--- src/rtl/procb_writer_pkg.sv ---
// Shared sizing for the sha256crypt procb record path.
// Record layout, buffer geometry and small helpers used by the writer and its bench.
package procb_writer_pkg;

    localparam int N_THREADS_DEF   = 4;
    localparam int PROCB_D_WIDTH   = 16;
    localparam int PROCB_A_WIDTH   = 4;
    localparam int PROCB_N_RECORDS = 8;
    localparam int PROCB_STOP_BIT  = 15;
    localparam int PROCB_FIN_BIT   = 14;

    localparam logic [PROCB_A_WIDTH-1:0] PROCB_N_REC_A = PROCB_A_WIDTH'(PROCB_N_RECORDS);

    // Index of the highest set bit; 0 for an argument of 0.
    function automatic int msb(input int v);
        int r;
        r = 0;
        for (int i = 0; i < 32; i++) begin
            if (v[i]) r = i;
        end
        return r;
    endfunction

    // A stop or finish record ends the current load request.
    function automatic logic rec_is_last(input logic [PROCB_D_WIDTH-1:0] rec);
        return rec[PROCB_STOP_BIT] | rec[PROCB_FIN_BIT];
    endfunction

endpackage

--- src/rtl/procb_writer.sv ---
// procb_writer: loads one thread's slot of the procb record buffer from the CPU record stream.
// Latency: accept -> WAIT -> LOAD -> first write at cycle 3; done the cycle after the last write.
// Backpressure: req_ready only in IDLE; rec_ready only in WRITE while the slot has room; no timeout.
module procb_writer
    import procb_writer_pkg::*;
#(
    parameter int N_THREADS     = N_THREADS_DEF,
    parameter int N_THREADS_MSB = msb(N_THREADS - 1)
) (
    input  logic                       CLK,
    input  logic                       RESET,
    input  logic [N_THREADS_MSB:0]     req_thread_num,
    input  logic                       req_valid,
    output logic                       req_ready,
    input  logic [PROCB_D_WIDTH-1:0]   rec_din,
    input  logic                       rec_valid,
    output logic                       rec_ready,
    output logic [N_THREADS_MSB:0]     wr_thread_num,
    output logic                       wr_en,
    output logic [PROCB_D_WIDTH-1:0]   dout,
    input  logic [PROCB_A_WIDTH-1:0]   wr_cnt,
    output logic                       busy,
    output logic                       done,
    output logic [N_THREADS_MSB:0]     done_thread_num,
    output logic [PROCB_A_WIDTH-1:0]   n_written,
    output logic                       full
);

    typedef enum logic [2:0] {
        S_IDLE,
        S_WAIT,
        S_LOAD,
        S_WRITE,
        S_DONE
    } state_e;

    state_e                     state_q, state_d;
    logic [PROCB_A_WIDTH-1:0]   cnt_q, cnt_d;
    logic [PROCB_A_WIDTH-1:0]   n_written_q, n_written_d;
    logic                       full_q, full_d;
    logic [N_THREADS_MSB:0]     wr_thread_num_q, wr_thread_num_d;
    logic [PROCB_A_WIDTH-1:0]   cnt_inc;

    always_ff @(posedge CLK) begin
        if (RESET) begin
            state_q         <= S_IDLE;
            cnt_q           <= '0;
            n_written_q     <= '0;
            full_q          <= 1'b0;
            wr_thread_num_q <= '0;
        end else begin
            state_q         <= state_d;
            cnt_q           <= cnt_d;
            n_written_q     <= n_written_d;
            full_q          <= full_d;
            wr_thread_num_q <= wr_thread_num_d;
        end
    end

    assign cnt_inc = cnt_q + PROCB_A_WIDTH'(1);

    // Gating with RESET keeps the abort cycle from writing a half-accepted record.
    assign rec_ready = (state_q == S_WRITE) && (cnt_q < PROCB_N_REC_A) && !RESET;
    assign wr_en     = rec_valid && rec_ready;
    assign dout      = rec_din;

    assign req_ready       = (state_q == S_IDLE);
    assign busy            = (state_q != S_IDLE);
    assign done            = (state_q == S_DONE);
    assign wr_thread_num   = wr_thread_num_q;
    assign done_thread_num = wr_thread_num_q;
    assign n_written       = n_written_q;
    assign full            = full_q;

    always_comb begin
        state_d         = state_q;
        cnt_d           = cnt_q;
        n_written_d     = n_written_q;
        full_d          = full_q;
        wr_thread_num_d = wr_thread_num_q;

        unique case (state_q)
            S_IDLE: begin
                if (req_valid) begin
                    wr_thread_num_d = req_thread_num;
                    n_written_d     = '0;
                    full_d          = 1'b0;
                    state_d         = S_WAIT;
                end
            end
            S_WAIT: begin
                state_d = S_LOAD;
            end
            S_LOAD: begin
                // wr_cnt is trusted only here; the reader may clear it later.
                if (wr_cnt >= PROCB_N_REC_A) begin
                    cnt_d   = PROCB_N_REC_A;
                    full_d  = 1'b1;
                    state_d = S_DONE;
                end else begin
                    cnt_d   = wr_cnt;
                    state_d = S_WRITE;
                end
            end
            S_WRITE: begin
                if (wr_en) begin
                    cnt_d       = cnt_inc;
                    n_written_d = n_written_q + PROCB_A_WIDTH'(1);
                    if (rec_is_last(rec_din)) begin
                        full_d  = 1'b0;
                        state_d = S_DONE;
                    end else if (cnt_inc == PROCB_N_REC_A) begin
                        full_d  = 1'b1;
                        state_d = S_DONE;
                    end
                end
            end
            S_DONE: begin
                state_d = S_IDLE;
            end
            default: begin
                state_d = S_IDLE;
            end
        endcase
    end

endmodule

--- config.mk ---
export PLATFORM = sky130hd
export DESIGN_NAME = procb_writer
export DESIGN_NICKNAME = d
export VERILOG_FILES = /design/src/rtl/procb_writer_pkg.sv /design/src/rtl/procb_writer.sv
export SDC_FILE = /design/constraint.sdc
export NUM_CORES = 1
export LEC_CHECK = 0
export ABC_AREA = 1
export CORE_MARGIN = 2
export CORE_UTILIZATION = 41
export CTS_CLUSTER_DIAMETER = 200
export DETAILED_ROUTE_END_ITERATION = 8
export PLACE_DENSITY = 0.82
export SETUP_SLACK_MARGIN = 0.5
export SYNTH_ARGS = -nofsm -noshare
export SYNTH_HDL_FRONTEND = slang
export SYNTH_SLANG_ARGS = --single-unit
--- constraint.sdc ---
create_clock -name CLK -period 3.8 [get_ports CLK]
set_clock_uncertainty 0.2 [all_clocks]
set_input_delay 0.76 -clock CLK [delete_from_list [all_inputs] [get_ports CLK]]
set_output_delay 0.76 -clock CLK [all_outputs]
set_load 0.05 [all_outputs]
After elaboration in Yosys (flattened, before gate mapping)
Cells that the tools add are included.
- eq/ne operators: 9
- muxes and demuxes: 18
- shift-type cells: 0
- bitwise logic cells: 1
- div/mod/pow operators: 0
- add/subtract/negate cells: 2
- multipliers: 0
- order comparisons: 2
- reduce and logical (&&, ||, !) cells: 14
- operators by type and width (kind ; number):
    $mux 4 ; 4
    $pmux 4 s2 ; 2
    $mux 3 ; 5
    $pmux 3 s4 ; 1
    $add 4x1->4 const B ; 2
    $eq 3x2->1 const B ; 2
    $ne 2x2->1 const B ; 3
    $reduce_and 3->1 ; 2
    $reduce_bool 3->1 ; 2
    $mux 1 ; 5
    $reduce_and 5->1 ; 1
    $eq 4x4->1 const B ; 1
    $ge 4x4->1 const B ; 1
    $lt 4x4->1 const B ; 1
    $reduce_and 2->1 ; 2
    $reduce_bool 2->1 ; 2
    $eq 3x1->1 const B ; 1
    $eq 3x3->1 const B ; 1
    $logic_and 1x1->1 ; 3
    $logic_not 3->1 ; 1
    $ne 3x1->1 const B ; 1
    $pmux 1 s3 ; 1
    $logic_not 1->1 ; 1
    $or 1x1->1 ; 1
- memories kept: 0
- register bits after elaboration: 14
- bits in latches: 0
- output and inout bits: 30
- memory bits (writable): 0
- memory bits (read-only): 0
- bits of input ports: 26

Depth between registers and ports, before layout
- word-level depth: 6
- gate-level depth with buffers: 9
- mapped depth without buffers: 9

Least setup slack after synthesis
Ideal clock, no wire load.
- path kind: input -> output
- from: in RESET
- to: out wr_en
- required time: 2.840 ns
- arrival: 1.991 ns
- slack: 0.849 ns
- stages on the path: 4
- cell sequence: clkbuf_2 -> nor3_4 -> nand2_4 -> inv_1
- word-level cells in the longest chain between the ends: 3
- ends and longest elaborated chain (what ; RTL line ; text):
    start, declared ; procb_writer.sv:11 ; input logic RESET,
    $logic_not 1->1 ; procb_writer.sv:63 ; assign rec_ready = (state_q == S_WRITE) && (cnt_q < PROCB_N_REC_A) && !RESET;
    $logic_and 1x1->1 ; procb_writer.sv:63 ;
    named net rec_ready ; procb_writer.sv:17 ; output logic rec_ready,
    $logic_and 1x1->1 ; procb_writer.sv:64 ; assign wr_en = rec_valid && rec_ready;
    end, declared ; procb_writer.sv:19 ; output logic wr_en,
The timed path passes the listed nets, and every way through them passes these cells.

Worst setup path in the final report
- from: in rec_din[14]
- to: out dout[14]
- RTL lines (what ; RTL line ; text):
    start, declared ; procb_writer.sv:15 ; input logic [PROCB_D_WIDTH-1:0] rec_din,
    end, declared ; procb_writer.sv:20 ; output logic [PROCB_D_WIDTH-1:0] dout,
No word-level cell between the ends.

==> flow_summary.json <==
{
  "vias": 888,
  "area_growth_pct": 19.20,
  "drt_wl_total_um": 2095,
  "synth_ff_type": "dfxtp_1",
  "crit_fanout": 2,
  "syn_area_um2": 997.2,
  "dieArea_mm2": 0.002842,
  "path_cells": "clkdlybuf4s50_1 -> clkdlybuf4s50_1",
  "grt_pass1_wl_um": 3381,
  "hold_viol": 0,
  "yosysTopAreaCell": "dfxtp_1",
  "power_switching_uw": 245.6,
  "sw_frac_of_total_pct": 43.56,
  "worst_slack_ps": 790.2,
  "cp_slowest_stage_delay_ps": 810,
  "wl_per_cell_um": 11.70,
  "arrival_ps": 2050,
  "path_class": "in -> out",
  "clock_power_share_pct": 19.4,
  "cts_resized": 0,
  "internal_power_uw": 318.2,
  "path_clk_slew_ps": 90,
  "setup_viol": 0,
  "nFillCells": 242,
  "synthArstFlopShare_pct": 0,
  "cpMostUsedCell": "clkdlybuf4s50_1",
  "cts-root-buf": "clkbuf_4",
  "leakagePower_uw": 0.0005142,
  "antenna_left": 0,
  "synth_commonest_cells": "nand2_1, buf_4, inv_1",
  "cts_buffers": 3,
  "peakVddDrop_v": 0.0002403,
  "die_x_um": 53.32,
  "tritoncts": "built",
  "period_share_pct": 79.20,
  "clk_latency_ps": 280,
  "drt-pass1-iter-count": 4,
  "netlist_instances": 140,
  "fin_nets": 180,
  "pwr_density_cell_mw_per_mm2": 474.4,
  "seq_area_frac_synth_pct": 28.11,
  "drc_errors": 0,
  "place.port_buffers": 27,
  "coreArea_mm2": 0.002255,
  "drive_above_1_share_pct": 15.23,
  "start_util_pct": 44.23,
  "cts_hold_buf": 0,
  "yosysTopAreaCellShare_pct": 28.11,
  "clkSinkCount": 14,
  "fin_setup_tns_ps": 0,
  "routabilityCongestion": 0.8545,
  "worstMarginPinSlew_ps": 508.6,
  "p_seq_share_pct": 34.2,
  "syn-mean-instance-area_um2": 7.123,
  "pin_count": 56,
  "ys_warn_count": 0,
  "crit_family": "buffers and inverters",
  "post_cts_buffers": 0,
  "dp_hpwl_um": 1726,
  "hp-class": "reg -> reg",
  "cts_buffer_depth": 2,
  "cp-end-kind": "output port",
  "die_height_um": 53.32,
  "max_freq_mhz": 332.3,
  "status": "finished, final reports clean",
  "num_antenna_cells": 0,
  "synth_area_leaders": "dfxtp_1, buf_4, nand3_1",
  "grt_antenna_before_repair": 0,
  "min_period_ps": 3010,
  "ys_ff_latch": 14,
  "synth_most_common_cell": "nand2_1",
  "critPathRequiredTime_ps": 2840,
  "cts.htree.levels": 1,
  "critPathBufInv": 2,
  "rsz0062_at_grt": "no",
  "cp-start-kind": "input pin",
  "preCtsSetupSlack_ps": 791.6,
  "ys_types": 26,
  "cap_violations": 0,
  "drtIter0Drc": 3,
  "slowest_stage": "clkdlybuf4s50_1",
  "synth_fp_nets": 168,
  "max-slew-margin-rel_pct": 65.99,
  "via_per_inst": 4.961,
  "grt.total_usage_pct": 16.34,
  "gr-total-overflow": 0,
  "grt_pass1_vias": 820,
  "grt_max_degree": 14,
  "synth_edf_count": 0,
  "drv_slew": 0,
  "rows": 17,
  "comb_power_share_pct": 46.4
}
==> final timing paths <==
| check | slack [ps] | cells after the start | endpoint | from |
|---|---|---|---|---|
| hold / removal | 290 | 2 | done_thread_num[0]$_SDFFE_PP0P_ | done_thread_num[0]$_SDFFE_PP0P_ |
| setup reg to reg | 2190 | 7 | cnt_q[1]$_SDFFE_PP0P_ | state_q[0]$_SDFFE_PP0P_ |
| hold reg to reg | 290 | 2 | done_thread_num[0]$_SDFFE_PP0P_ | done_thread_num[0]$_SDFFE_PP0P_ |
| setup / recovery | 790 | 2 | dout[14] | rec_din[14] |
==> per-layer routing <==
layer	part of all wire, %	global-route usage (%)	vias to the layer above
met5	0	0	-
met4	2.0	11.54	0
met3	5.3	3.672	6
met2	51	27.37	19
met1	41	17.94	405
li1	-	-	458
==> stage by stage <==
step,total power (µW),area [µm²],cells,util [%],hold slack [ps]
6_report,563.9,1189,179,52.72,285.7
5_1_grt,599.7,1189,179,52.72,328.4
4_1_cts,569.4,1189,179,52.72,286.7
3_5_place_dp,459.8,1152,175,51.11,274.4
3_3_place_gp,452.2,1152,175,51.11,270.7
2_1_floorplan,426.9,997.2,140,-,309.5
==> area by class of cell <==
class,count,area [µm²],area share [%]
multi-input combinational,87,500.5,42.11
sequential,14,280.3,23.58
timing repair buffer,27,265.3,22.32
inverter,19,71.32,6.000
clock buffer,4,36.28,3.053
tap,28,35.03,2.947
==> state kept, by name (all words and copies together) (netlist names) <==
register	cells
state_q	3
n_written	4
done_thread_num	2
cnt_q	4
full	1
==> placed cells by master, fill, tap and decap left out, types with 2 or more instances in the layout <==
cell and instances:
clkdlybuf4s50_1 25, nand2_1 19, inv_1 18, nand3_1 15, dfxtp_1 14, nor2_1 13
a21oi_1 7, nand2_4 4, nor2_2 3, nor3_1 3, a21oi_2 3, o21ai_0 3
o21ai_1 3, clkbuf_4 3, nand2_2 2, nand4_1 2, o211ai_1 2, ha_1 2
buf_4 2
==> power by group through the flow <==
stage          clock network, µW  registers [µW]  logic, µW
2_1_floorplan                  0             223        204
3_3_place_gp                   0             194        258
3_5_place_dp                   0             197        263
4_1_cts                      112             193        264
5_1_grt                      119             196        285
6_report                     109             193        262
==> cells by family (layout without fill, tap and decap cells) <==
kind of cell | count (synthesis) | count (layout) | share of synthesized area (%)
XOR/XNOR | 2 | 2 | 1.757
flip-flops | 14 | 14 | 28.11
adder cells (fa/ha/maj) | 2 | 2 | 2.509
buffers and inverters | 39 | 50 | 21.70
AND/OR/NAND/NOR | 64 | 64 | 34.00
AO/OA/AOI/OAI | 19 | 19 | 11.92
(Power assumes the default switching activity.)
